===== config.mk =====
export PLATFORM = sky130hd
export DESIGN_NAME = pc_fetch_unit
export DESIGN_NICKNAME = d
export VERILOG_FILES = /design/src/rtl/pc_fetch_unit.sv
export SDC_FILE = /design/constraint.sdc
export NUM_CORES = 1
export LEC_CHECK = 0
export CAP_MARGIN = 20
export CELL_PAD_IN_SITES_DETAIL_PLACEMENT = 1
export CELL_PAD_IN_SITES_GLOBAL_PLACEMENT = 2
export CORE_UTILIZATION = 43
export CTS_CLUSTER_DIAMETER = 30
export DETAILED_ROUTE_END_ITERATION = 8
export DONT_BUFFER_PORTS = 1
export GPL_TIMING_DRIVEN = 0
export PLACE_DENSITY_LB_ADDON = 0.1
export SYNTH_ARGS = -nofsm -noshare
export SYNTH_HDL_FRONTEND = slang
export SYNTH_SLANG_ARGS = --single-unit

===== constraint.sdc =====
create_clock -name clk -period 4.5 [get_ports clk]
set_input_delay 0 -clock clk [delete_from_list [all_inputs] [get_ports clk]]
set_output_delay 0 -clock clk [all_outputs]
set_load 0.01 [all_outputs]

===== src/rtl/pc_fetch_unit.sv =====
`default_nettype none
// ============================================================================
// Module   : pc_fetch_unit
// Brief    : Program-counter register and instruction-fetch sequencer.
//            Takes the resolved next-PC from the branch logic, fetches the
//            word at that address from instruction memory and holds it for
//            decode under a valid/ack (instr_valid / pc_load) handshake.
//            Misaligned next-PC values and fetch timeouts raise a sticky
//            fault and halt the unit until reset.
// Options  : FETCH_PREFETCH_EN - when defined, adds a one-entry sequential
//            prefetch buffer that fetches pc_out+4 while decode holds the
//            current instruction, so a fall-through pc_load skips FETCH.
// Revision : 1.0 - initial release
// ============================================================================
module pc_fetch_unit #(
   parameter logic [31:0] RESET_PC = 32'h0000_0000,
   parameter int unsigned TIMEOUT  = 16
) (
   input  logic        clk,
   input  logic        rst,
   input  logic [31:0] pc_next,
   input  logic        pc_load,
   output logic        imem_req,
   output logic [31:0] imem_addr,
   input  logic        imem_ready,
   input  logic [31:0] imem_rdata,
   output logic [31:0] instr,
   output logic        instr_valid,
   output logic [31:0] pc_out,
   output logic        fault
);

   // Wait counter must be able to hold the value TIMEOUT itself.
   localparam int unsigned c_CNT_W       = $clog2(TIMEOUT + 1);
   localparam logic [c_CNT_W-1:0] c_TIMEOUT_CNT = c_CNT_W'(TIMEOUT);
   localparam logic [c_CNT_W-1:0] c_CNT_ONE     = c_CNT_W'(1);

`ifdef FETCH_PREFETCH_EN
   typedef enum logic [2:0] {
      ST_BOOT     = 3'd0,
      ST_FETCH    = 3'd1,
      ST_HOLD     = 3'd2,
      ST_HALT     = 3'd3,
      ST_PREFETCH = 3'd4
   } state_t;
`else
   typedef enum logic [2:0] {
      ST_BOOT     = 3'd0,
      ST_FETCH    = 3'd1,
      ST_HOLD     = 3'd2,
      ST_HALT     = 3'd3
   } state_t;
`endif

   state_t               r_state;
   logic [31:0]          r_pc;
   logic [31:0]          r_instr;
   logic                 r_instr_valid;
   logic                 r_imem_req;
   logic [31:0]          r_imem_addr;
   logic                 r_fault;
   logic [c_CNT_W-1:0]   r_wait_cnt;

`ifdef FETCH_PREFETCH_EN
   logic [31:0]          r_pf_addr;
   logic [31:0]          r_pf_data;
   logic                 r_pf_valid;
`endif

   logic [c_CNT_W-1:0]   w_cnt_inc;
   logic                 w_timeout;
   logic                 w_misaligned;
`ifdef FETCH_PREFETCH_EN
   logic [31:0]          w_pc_seq;
   logic [31:0]          w_next_seq;
   logic                 w_pf_hit;
`endif

   // Timeout fires on the cycle the wait count would reach TIMEOUT; a
   // response arriving in that same cycle takes priority over the fault.
   assign w_cnt_inc    = r_wait_cnt + c_CNT_ONE;
   assign w_timeout    = (w_cnt_inc == c_TIMEOUT_CNT);
   assign w_misaligned = |pc_next[1:0];

`ifdef FETCH_PREFETCH_EN
   // Sequential addresses wrap naturally at 32 bits.
   assign w_pc_seq   = r_pc + 32'd4;
   assign w_next_seq = pc_next + 32'd4;
   // Buffer hit: the buffered word is exactly the one decode asks for next.
   assign w_pf_hit   = r_pf_valid && (pc_next == r_pf_addr);
`endif

   // Fetch sequencer: state, PC, instruction register and memory request.
   always_ff @(posedge clk or posedge rst) begin
      if (rst) begin
         r_state       <= ST_BOOT;
         r_pc          <= RESET_PC;
         r_instr       <= '0;
         r_instr_valid <= 1'b0;
         r_imem_req    <= 1'b0;
         r_imem_addr   <= RESET_PC;
         r_fault       <= 1'b0;
         r_wait_cnt    <= '0;
`ifdef FETCH_PREFETCH_EN
         r_pf_addr     <= '0;
         r_pf_data     <= '0;
         r_pf_valid    <= 1'b0;
`endif
      end else begin
         case (r_state)
            // One idle cycle after reset release before the first fetch.
            ST_BOOT: begin
               r_state     <= ST_FETCH;
               r_imem_req  <= 1'b1;
               r_imem_addr <= r_pc;
               r_wait_cnt  <= '0;
            end

            // Waiting for the demand fetch of pc_out.
            ST_FETCH: begin
               if (imem_ready) begin
                  r_instr       <= imem_rdata;
                  r_instr_valid <= 1'b1;
                  r_wait_cnt    <= '0;
`ifdef FETCH_PREFETCH_EN
                  // Immediately start fetching the fall-through word.
                  r_state       <= ST_PREFETCH;
                  r_imem_req    <= 1'b1;
                  r_imem_addr   <= w_pc_seq;
                  r_pf_addr     <= w_pc_seq;
                  r_pf_valid    <= 1'b0;
`else
                  r_state       <= ST_HOLD;
                  r_imem_req    <= 1'b0;
`endif
               end else if (w_timeout) begin
                  r_fault       <= 1'b1;
                  r_instr_valid <= 1'b0;
                  r_imem_req    <= 1'b0;
                  r_state       <= ST_HALT;
               end else begin
                  r_wait_cnt    <= w_cnt_inc;
               end
            end

            // Instruction presented to decode; pc_load retires it.
`ifdef FETCH_PREFETCH_EN
            ST_HOLD, ST_PREFETCH: begin
`else
            ST_HOLD: begin
`endif
               if (pc_load) begin
                  if (w_misaligned) begin
                     // PC is left pointing at the last good instruction.
                     r_fault       <= 1'b1;
                     r_instr_valid <= 1'b0;
                     r_imem_req    <= 1'b0;
                     r_state       <= ST_HALT;
`ifdef FETCH_PREFETCH_EN
                     r_pf_valid    <= 1'b0;
                  end else if (w_pf_hit) begin
                     // Serve from the buffer and chain the next prefetch.
                     r_instr       <= r_pf_data;
                     r_pc          <= pc_next;
                     r_pf_valid    <= 1'b0;
                     r_pf_addr     <= w_next_seq;
                     r_imem_req    <= 1'b1;
                     r_imem_addr   <= w_next_seq;
                     r_wait_cnt    <= '0;
                     r_state       <= ST_PREFETCH;
`endif
                  end else begin
                     // Redirect: any pending prefetch is abandoned.
                     r_pc          <= pc_next;
                     r_instr_valid <= 1'b0;
                     r_wait_cnt    <= '0;
                     r_imem_req    <= 1'b1;
                     r_imem_addr   <= pc_next;
                     r_state       <= ST_FETCH;
`ifdef FETCH_PREFETCH_EN
                     r_pf_valid    <= 1'b0;
`endif
                  end
`ifdef FETCH_PREFETCH_EN
               end else if (r_state == ST_PREFETCH) begin
                  if (imem_ready) begin
                     r_pf_data     <= imem_rdata;
                     r_pf_valid    <= 1'b1;
                     r_imem_req    <= 1'b0;
                     r_wait_cnt    <= '0;
                     r_state       <= ST_HOLD;
                  end else if (w_timeout) begin
                     // A lost prefetch is harmless; decode will demand-fetch.
                     r_pf_valid    <= 1'b0;
                     r_imem_req    <= 1'b0;
                     r_wait_cnt    <= '0;
                     r_state       <= ST_HOLD;
                  end else begin
                     r_wait_cnt    <= w_cnt_inc;
                  end
`endif
               end
            end

            // Absorbing fault state; only reset leaves it.
            ST_HALT: begin
               r_fault       <= 1'b1;
               r_instr_valid <= 1'b0;
               r_imem_req    <= 1'b0;
            end

            default: begin
               r_fault       <= 1'b1;
               r_instr_valid <= 1'b0;
               r_imem_req    <= 1'b0;
               r_state       <= ST_HALT;
            end
         endcase
      end
   end

   assign imem_req    = r_imem_req;
   assign imem_addr   = r_imem_addr;
   assign instr       = r_instr;
   assign instr_valid = r_instr_valid;
   assign pc_out      = r_pc;
   assign fault       = r_fault;

endmodule
`default_nettype wire

==> summary.md, run 1 <==
| Metric | Value |
|---|---|
| Avg Cell Area, Syn | around 13 sq um |
| Crit path max fanout | 10 |
| Placed wire-length estimate | between 6 and 7 mm |
| Period utilization | 0.476 |
| Ys flop type | dfrtp_1 |
| CTS tree | yes |
| Pre-CTS setup slack | roughly 2600 ps |
| Worst setup margin | roughly 2400 ps |
| Kind of critical path | reg -> reg |
| Max cap viols | 0 |
| Die Span X | ~100 um |
| Average routed wire per standard cell | about 20 um |
| Starting Density | 0.445 |
| Final min period | ~2100 ps |
| First-pass GRT wire length | around 17 mm |
| Largest net degree at the start of global routing | 67 |
| CP endpoint kind | register |
| Arr. time, crit path | roughly 2400 ps |
| I/O Pins | between 150 and 200 |
| Share of cells above drive strength 1 | 0.232 |
| Slew Viols, Final | 0 |
| Met2 WL | 5.53 mm |
| Count leader, synth | dfrtp_1 |
| Final nets | between 400 and 500 |
| Max layer used | met4 |
| Port-buffer cells | 0 |
| Post-route ant nets | 0 |
| Row Count | 36 |
| Total core area | ~9800 sq um |
| Status | complete, no violations |
| Gr usage total | 0.215 |
| Clock Pin Slew Worst Setup and Hold Paths | about 90 ps |
| Drt first-iter violations | between 50 and 60 |
| Power Density | around 470 nW/um^2 |
| Final Skew | around 7.2 ps |
| Yosys top cell by area | dfrtp_1 |
| FF/Latch Area | between 2000 and 3000 sq um |
| Synth-to-layout area growth | 24.7% |
| Die area | between 10000 and 15000 sq um |
| TritonCTS buffer count | 9 |
| Vias per cell | 5.27 |
| Root buffer cell | clkbuf_8 |
| Final hold violation count | 0 |
| Clock sinks | 106 |
| Fmax | between 0.4 and 0.5 GHz |
| Max_slew headroom | 0.575 |
| Setup_tns | 0 ps |
| Worst IR Drop VDD | ~220 uV |
| Slew @ Worst Pin | 636 ps |
| Routability congestion estimate | between 0.7 and 0.8 |
| Routed WL | 10.8 mm |
| Vias | between 2000 and 3000 |
| # setup viols final | 0 |
| CTS max path bufs | 2 |
| Drc violations | 0 |
| Met3 wire length | a little over 800 um |
| Synth cell count leaders | dfrtp_1 (106), mux2_2 (59), a21oi_1 (33), nor2_1 (33), mux2i_1 (32) |
| Post-synth EDFFs | 0 |
| RSZ-0062 raised after global routing | false |
| Area of the multi-input gates | 1600 sq um |
| Congestion Overflow GR | 0 |
| Vias in the first global route | between 3000 and 4000 |
| Synth top area cells | dfrtp_1 (61%), mux2_2 (15%), mux2i_1 (7.3%) |
| Area of placed instances | 4570 sq um |
| Drt pass-1 iters | 4 |
| Worst skew pair latency | 370 ps |
| Worst min path class | in -> reg |
| Top cell type's share of synthesized area | 0.607 |
| Hold_ws | 96.1 ps |
| Crit path required time | roughly 4800 ps |
| Fillers | between 1000 and 1500 |
| # H-tree levels | 3 |
| Quantity of gates resized following cts | 0 |
| FFs w/ async S/R, synth | 1.00 |
| Net Count, Synth | 402 |
| Register area share after synthesis | 0.607 |
| # diodes | 0 |
| Metal-1 WL | 4.33 mm |
| Unique masters post-synth | 36 |
| Mapped Cells | ~330 |
| Initial antenna violation count | 0 |
| Critical path launch point type | register |
| Final core occ | 0.555 |
| Post-route cell area | around 5500 sq um |
| Leak | about 2.4 nW |
| Synth Register Bits | approximately 110 |
| Synthesized area | approximately 4400 sq um |
| Synthesis Warnings | 0 |
| Die Y | just over 100 um |
## sequential cells by signal, summed over array words and instances, names as in the netlist
name	count
r_state	2
imem_req	1
instr_valid	1
instr	32
r_wait_cnt	5
pc_out	32
imem_addr	32
fault	1
## worst max-delay path, stage by stage (launching register included)
cell           delay [ps]
dfrtp_1               330
buf_2                 200
inv_1                 130
nor2_2                310
buf_2                 370
a31oi_1               120
dlygate4sd3_1         560
## timing repair
item | CTS | global route
hold buffers | 68 | 0
hold endpoints to repair | 152 | 0
buffers inserted | 0 | 0
## routing by layer
metal	track usage	up-vias
li1	-	1333
met1	0.263	1464
met2	0.362	95
met3	0.0576	10
met4	0.0878	0
met5	0	-
## cell families after synthesis
family,Yosys count,share of synthesized area
AO/OA/AOI/OAI,54,0.0767
buffers and inverters,26,0.0286
flip-flops,106,0.607
AND/OR/NAND/NOR,52,0.0524
multiplexers,94,0.233
adder cells (fa/ha/maj),1,0.00286
## layout make-up
type / instances / area share
Clock buffer: 12 / 0.0284
Multi-Input combinational cell: 201 / 0.292
Inverter: 8 / 0.00596
Timing Repair Buffer: 69 / 0.130
Buffer: 18 / 0.0174
Clock inverter: 4 / 0.00895
Sequential cell: 106 / 0.486
Tap cell: 133 / 0.0305
## layout by cell type, fill, tap and decap left out, types with 2 or more instances in the layout
master	synthesis	layout
a21oi_1	33	33
a31oi_1	4	4
buf_2	13	13
buf_4	3	3
clkbuf_1	2	3
clkbuf_8	0	11
clkinv_2	0	2
dfrtp_1	106	106
dlygate4sd3_1	0	68
inv_1	8	7
mux2_1	3	3
mux2_2	59	59
mux2i_1	32	32
nand2_1	6	6
nand3_1	3	3
nor2_1	33	33
nor2b_1	2	2
nor3b_1	2	2
o21ai_0	2	2
o31a_1	2	2
o32ai_1	2	2
## per-stage QoR
stage          power [mW]  std cells
2_1_floorplan        1.78        333
3_3_place_gp         1.87        466
3_5_place_dp         1.90        467
4_1_cts              2.57        551
5_1_grt              2.69        551
6_report             2.54        551
## worst paths after layout
check | start | end | slack, ps | cells after the start
hold / removal | imem_ready | instr[29] | 100 | 2
min in group asynchronous | rst | instr[7] | 170 | 2
setup reg to reg | r_state[1] | pc_out[1] | 2360 | 6
max in group asynchronous | rst | imem_addr[12] | 3640 | 3
hold reg to reg | r_wait_cnt[0] | r_wait_cnt[0] | 500 | 1
setup / recovery | r_state[1] | pc_out[1] | 2360 | 6
## report_power, final
part           switching [mW]  internal, mW  leakage [nW]
registers               0.340          1.22          1.33
clock network           0.320         0.289         0.107
logic                   0.154         0.220         0.962
Power figures use the tool's default switching activity.
==> run 2, diff against run 1 <==
CORE_UTILIZATION = 40   (was 43)
clock period = 2.14 ns   (was 4.5 ns; I/O delays follow)
==> summary.md, run 2 (same netlist as run 1, synthesis figures left out) <==
| Metric | Value |
|---|---|
| Row Count | 37 |
| Arr. time, crit path | about 2200 ps |
| Vias | approximately 2900 |
| Total core area | 10500 sq um |
| Slew Viols, Final | 0 |
| Commonest non-fill, non-tap cell in the layout | dfrtp_1 |
| Combinational Power Share | 0.145 |
| Fmax | 0.519 GHz |
| Leak | ~2.4 nW |
| Worst IR Drop VDD | just over 400 uV |
| Quantity of gates resized following cts | 0 |
| Commonest cells after routing, fill and taps aside | dfrtp_1 (106), dlygate4sd3_1 (67), mux2_2 (59) |
| CP endpoint kind | register |
| Crit path required time | roughly 2400 ps |
| Power Density | between 900 and 1000 nW/um^2 |
| Average routed wire per standard cell | a little under 20 um |
| Root buffer cell | clkbuf_8 |
| # setup viols final | 0 |
| Hold_ws | about 110 ps |
| Power Internal | 3.60 mW |
| Final min period | approximately 1900 ps |
| Placed cells | approximately 470 |
| CTS tree | yes |
| Routability congestion estimate | 0.721 |
| Clk pwr share | 0.242 |
| Final Skew | approximately 13 ps |
| Status | complete, no violations |
| First-pass GRT wire length | approximately 17 mm |
| FF-to-FF path depth | 6 |
| Clock sinks | between 100 and 150 |
| Drc violations | 0 |
| Post-route cell area | 5490 sq um |
| Port-buffer cells | 0 |
| Synth-to-layout area growth | 25.6% |
| Setup_tns | 0 ps |
| Worst hold path cell count | 2 |
| Share of cells above drive strength 1 | 0.239 |
| Congestion Overflow GR | 0 |
| Slew @ Worst Pin | ~570 ps |
| Period utilization | 0.900 |
| Vias in the first global route | between 3000 and 4000 |
| Routed WL | 10.9 mm |
| NetSw | around 1.8 mW |
| Gr usage total | 0.199 |
| Critical path launch point type | register |
| Largest net degree at the start of global routing | 39 |
| Sequential power share | 0.612 |
| Max cap viols | 0 |
| Initial antenna violation count | 0 |
| # H-tree levels | 3 |
| Setup Buffers After CTS | 0 |
| Worst skew pair latency | ~370 ps |
| Drt pass-1 iters | 6 |
| Vias per cell | a little over 5 |
| Max_slew headroom | 0.620 |
| Die area | 11400 sq um |
| Placed wire-length estimate | between 7 and 8 mm |
| CTS max path bufs | 2 |
| Worst min path class | in -> reg |
| Final nets | 483 |
| RSZ-0062 raised after global routing | false |
| I/O Pins | roughly 170 |
| Kind of critical path | reg -> reg |
| Drt first-iter violations | 78 |
| Starting Density | 0.418 |
| Crit path max fanout | 10 |
| Post-route ant nets | 0 |
| Switching Share | 0.329 |
| Die Span X | between 100 and 150 um |
| TritonCTS buffer count | 9 |
| Final hold violation count | 0 |
| # diodes | 0 |
| Clock Pin Slew Worst Setup and Hold Paths | 110 ps |
| Die Y | approximately 110 um |
| Area of placed instances | between 4000 and 5000 sq um |
| Final non-filler cell total | between 500 and 600 |
[run 2: cell count changes in the layout (fill, tap and decap cells not counted)]
cell,previous run,this run
clkbuf_1,3,2
inv_8,0,1
inv_4,1,0
clkinv_2,2,1
clkinvlp_4,0,1
buf_12,0,3
dlygate4sd3_1,68,67
clkinv_4,0,2
clkbuf_8,11,9
buf_16,1,0
clkinv_8,0,1
[run 2: path summary, 6_finish.rpt]
path                               start            end  slack (ps)
min                           imem_ready      instr[27]         110
max reg2reg                   r_state[1]     pc_out[30]         210
min in group asynchronous            rst   imem_addr[7]         130
max                           r_state[1]     pc_out[30]         210
min reg2reg                r_wait_cnt[0]  r_wait_cnt[0]         510
max in group asynchronous            rst  r_wait_cnt[2]        1440
[run 2: power by group through the flow]
| stage | Combinational [mW] | Sequential (mW) | Clock [mW] |
|---|---|---|---|
| after floorplan | 0.566 | 3.17 | 0 |
| after global placement | 0.618 | 3.32 | 0 |
| after detailed placement | 0.679 | 3.34 | 0 |
| after CTS | 0.790 | 3.30 | 1.36 |
| after global routing | 0.888 | 3.36 | 1.42 |
| final | 0.779 | 3.28 | 1.30 |
[run 2: worst max-delay path: stages, from the launching register on]
cell and delay (ps):
dfrtp_1 330, buf_2 210, inv_1 130, nor2_2 350
nand3_1 220, buf_2 260, mux2_1 330
[run 2: timing repair]
action	CTS	global route
hold buffers	67	0
setup endpoints to repair	0	0
hold endpoints to repair	208	0
[run 2: metal layers]
metal,global-route usage,up-vias,share of wire
met3,0.0564,12,0.065
met2,0.354,87,0.53
met5,0,-,0
met4,0.0646,0,0.013
met1,0.229,1454,0.39
li1,-,1326,-
[run 2: cell type report]
cell class                      instances  area [sq um]
Multi-Input combinational cell        201          1600
Clock inverter                          7          88.8
Tap cell                              136           170
Fill cell                            1083          4970
Sequential cell                       106          2650
Timing Repair Buffer                   70           731
Inverter                                8          33.8
Clock buffer                            9           124
Buffer                                 18          95.1
[run 2: stage by stage]
stage / util / worst slack [ps] / total power, mW
finish: 0.525 / 213 / 5.36
global route: 0.525 / 38.1 / 5.67
CTS: 0.525 / 172 / 5.45
detailed placement: 0.440 / 188 / 4.02
global placement: 0.435 / 228 / 3.94
floorplan: - / 626 / 3.73
==> run 3, diff against run 2 <==
CORE_UTILIZATION = 41   (was 40)
CTS_BUF_LIST = sky130_fd_sc_hd__clkbuf_8   (was not set)
==> summary.md, run 3 (same netlist as run 1, synthesis figures left out) <==
| Metric | Value |
|---|---|
| Status | complete, no violations |
| Root buffer cell | clkbuf_8 |
| Commonest non-fill, non-tap cell in the layout | dfrtp_1 |
| Row Count | 37 |
| First-pass GRT wire length | 17.4 mm |
| Setup_tns | 0 ps |
| Vias per cell | approximately 5.2 |
| Leak | about 2.4 nW |
| Congestion Overflow GR | 0 |
| Kind of critical path | reg -> reg |
| Crit path required time | about 2400 ps |
| Commonest cells after routing, fill and taps aside | dfrtp_1 (106), dlygate4sd3_1 (67), mux2_2 (59) |
| Routability congestion estimate | between 0.7 and 0.8 |
| Total core area | a little over 10000 sq um |
| GR met2 Demand/Resource | 0.348 |
| Power Density | between 900 and 1000 nW/um^2 |
| Final nets | ~480 |
| Gr usage total | 0.205 |
| CTS max path bufs | 2 |
| Met1 Track Usage GR | 0.242 |
| # diodes | 0 |
| Placed wire-length estimate | 6.97 mm |
| Average routed wire per standard cell | between 15 and 20 um |
| I/O Pins | ~170 |
| RSZ-0062 raised after global routing | false |
| CTS tree | yes |
| Max cap viols | 0 |
| Port-buffer cells | 0 |
| Worst IR Drop VDD | between 400 and 500 uV |
| Largest net degree at the start of global routing | 38 |
| Slew @ Worst Pin | 806 ps |
| Drc violations | 0 |
| Arr. time, crit path | roughly 2100 ps |
| Setup Buffers After CTS | 0 |
| Slew Viols, Final | 0 |
| Period utilization | 0.862 |
| Fmax | around 0.54 GHz |
| Starting Density | 0.424 |
| Routed WL | about 11 mm |
| Die area | about 11000 sq um |
| Grt peak-use layer | met2 |
| Max_slew headroom | 0.462 |
| Critical path launch point type | register |
| Initial antenna violation count | 0 |
| Synth-to-layout area growth | 25.1% |
| # setup viols final | 0 |
| Share of cells above drive strength 1 | 0.237 |
| Die Y | ~110 um |
| CP endpoint kind | register |
| Worst min path class | in -> reg |
| Drt pass-1 iters | 4 |
| Die Span X | around 110 um |
| Area of placed instances | around 4600 sq um |
| Vias | between 2000 and 3000 |
| Worst skew pair latency | between 300 and 400 ps |
| Drt first-iter violations | 67 |
| Post-route cell area | ~5500 sq um |
| Final min period | 1840 ps |
| Final Skew | 15.2 ps |
| Clock sinks | between 100 and 150 |
| GR Util met3 | 0.0606 |
| Final hold violation count | 0 |
| Post-route ant nets | 0 |
| Vias in the first global route | approximately 3200 |
| Crit path max fanout | 10 |
| # H-tree levels | 3 |
| Clock Pin Slew Worst Setup and Hold Paths | around 100 ps |
| TritonCTS buffer count | 9 |
[run 3: what timing repair did]
action	4_1_cts	5_1_grt
resized for setup	0	0
hold buffers	67	0
endpoints found under the hold margin	138	0
setup endpoints to repair	0	0
[run 3: worst paths after layout]
kind,startpoint,end,slack [ps],cells past startpoint
min in group asynchronous,rst,imem_addr[6],250,2
hold / removal,imem_ready,instr[27],100,2
max in group asynchronous,rst,fault,960,4
setup reg to reg,r_state[1],pc_out[29],300,6
setup / recovery,r_state[1],pc_out[29],300,6
hold reg to reg,r_wait_cnt[0],r_wait_cnt[0],510,1
[run 3: power breakdown]
group / switching (mW) / internal (mW) / total [mW] / leakage (nW)
combinational: 0.327 / 0.459 / 0.786 / 0.962
sequential: 0.715 / 2.57 / 3.28 / 1.33
clock: 0.717 / 0.588 / 1.30 / 0.105
total: 1.76 / 3.62 / 5.37 / 2.39
[run 3: critical path, cell delays in order, from the launching register on]
cell and delay, ps:
dfrtp_1 330, buf_2 200, inv_1 130, nor2_2 300
nand3_1 190, buf_2 250, mux2_1 330
[run 3: final cells by class]
class / count / area [sq um]
inverters: 8 / 33.8
well taps: 136 / 170
flip-flops and latches: 106 / 2650
fillers: 1043 / 4850
multi-input cells: 201 / 1600
clock inverters: 6 / 75.1
plain buffers: 18 / 95.1
repair buffers: 69 / 711
clock buffers: 10 / 138
[run 3: metal layers]
layer,wire length [um],part of all wire,up-vias
li1,-,-,1329
met1,4240,0.40,1474
met2,5590,0.52,88
met3,746,0.070,11
met4,155,0.014,0
met5,0,0,-
[run 3: metrics by stage]
step,setup slack [ps],utilization,power [mW],std cells,hold WS (ps)
after global routing,114,0.530,5.67,554,97.2
after detailed placement,249,0.444,4.00,471,54.7
final,296,0.530,5.37,554,101
after global placement,185,0.440,3.94,469,98.7
after floorplan,626,-,3.73,333,94.4
after CTS,233,0.530,5.43,554,88.5
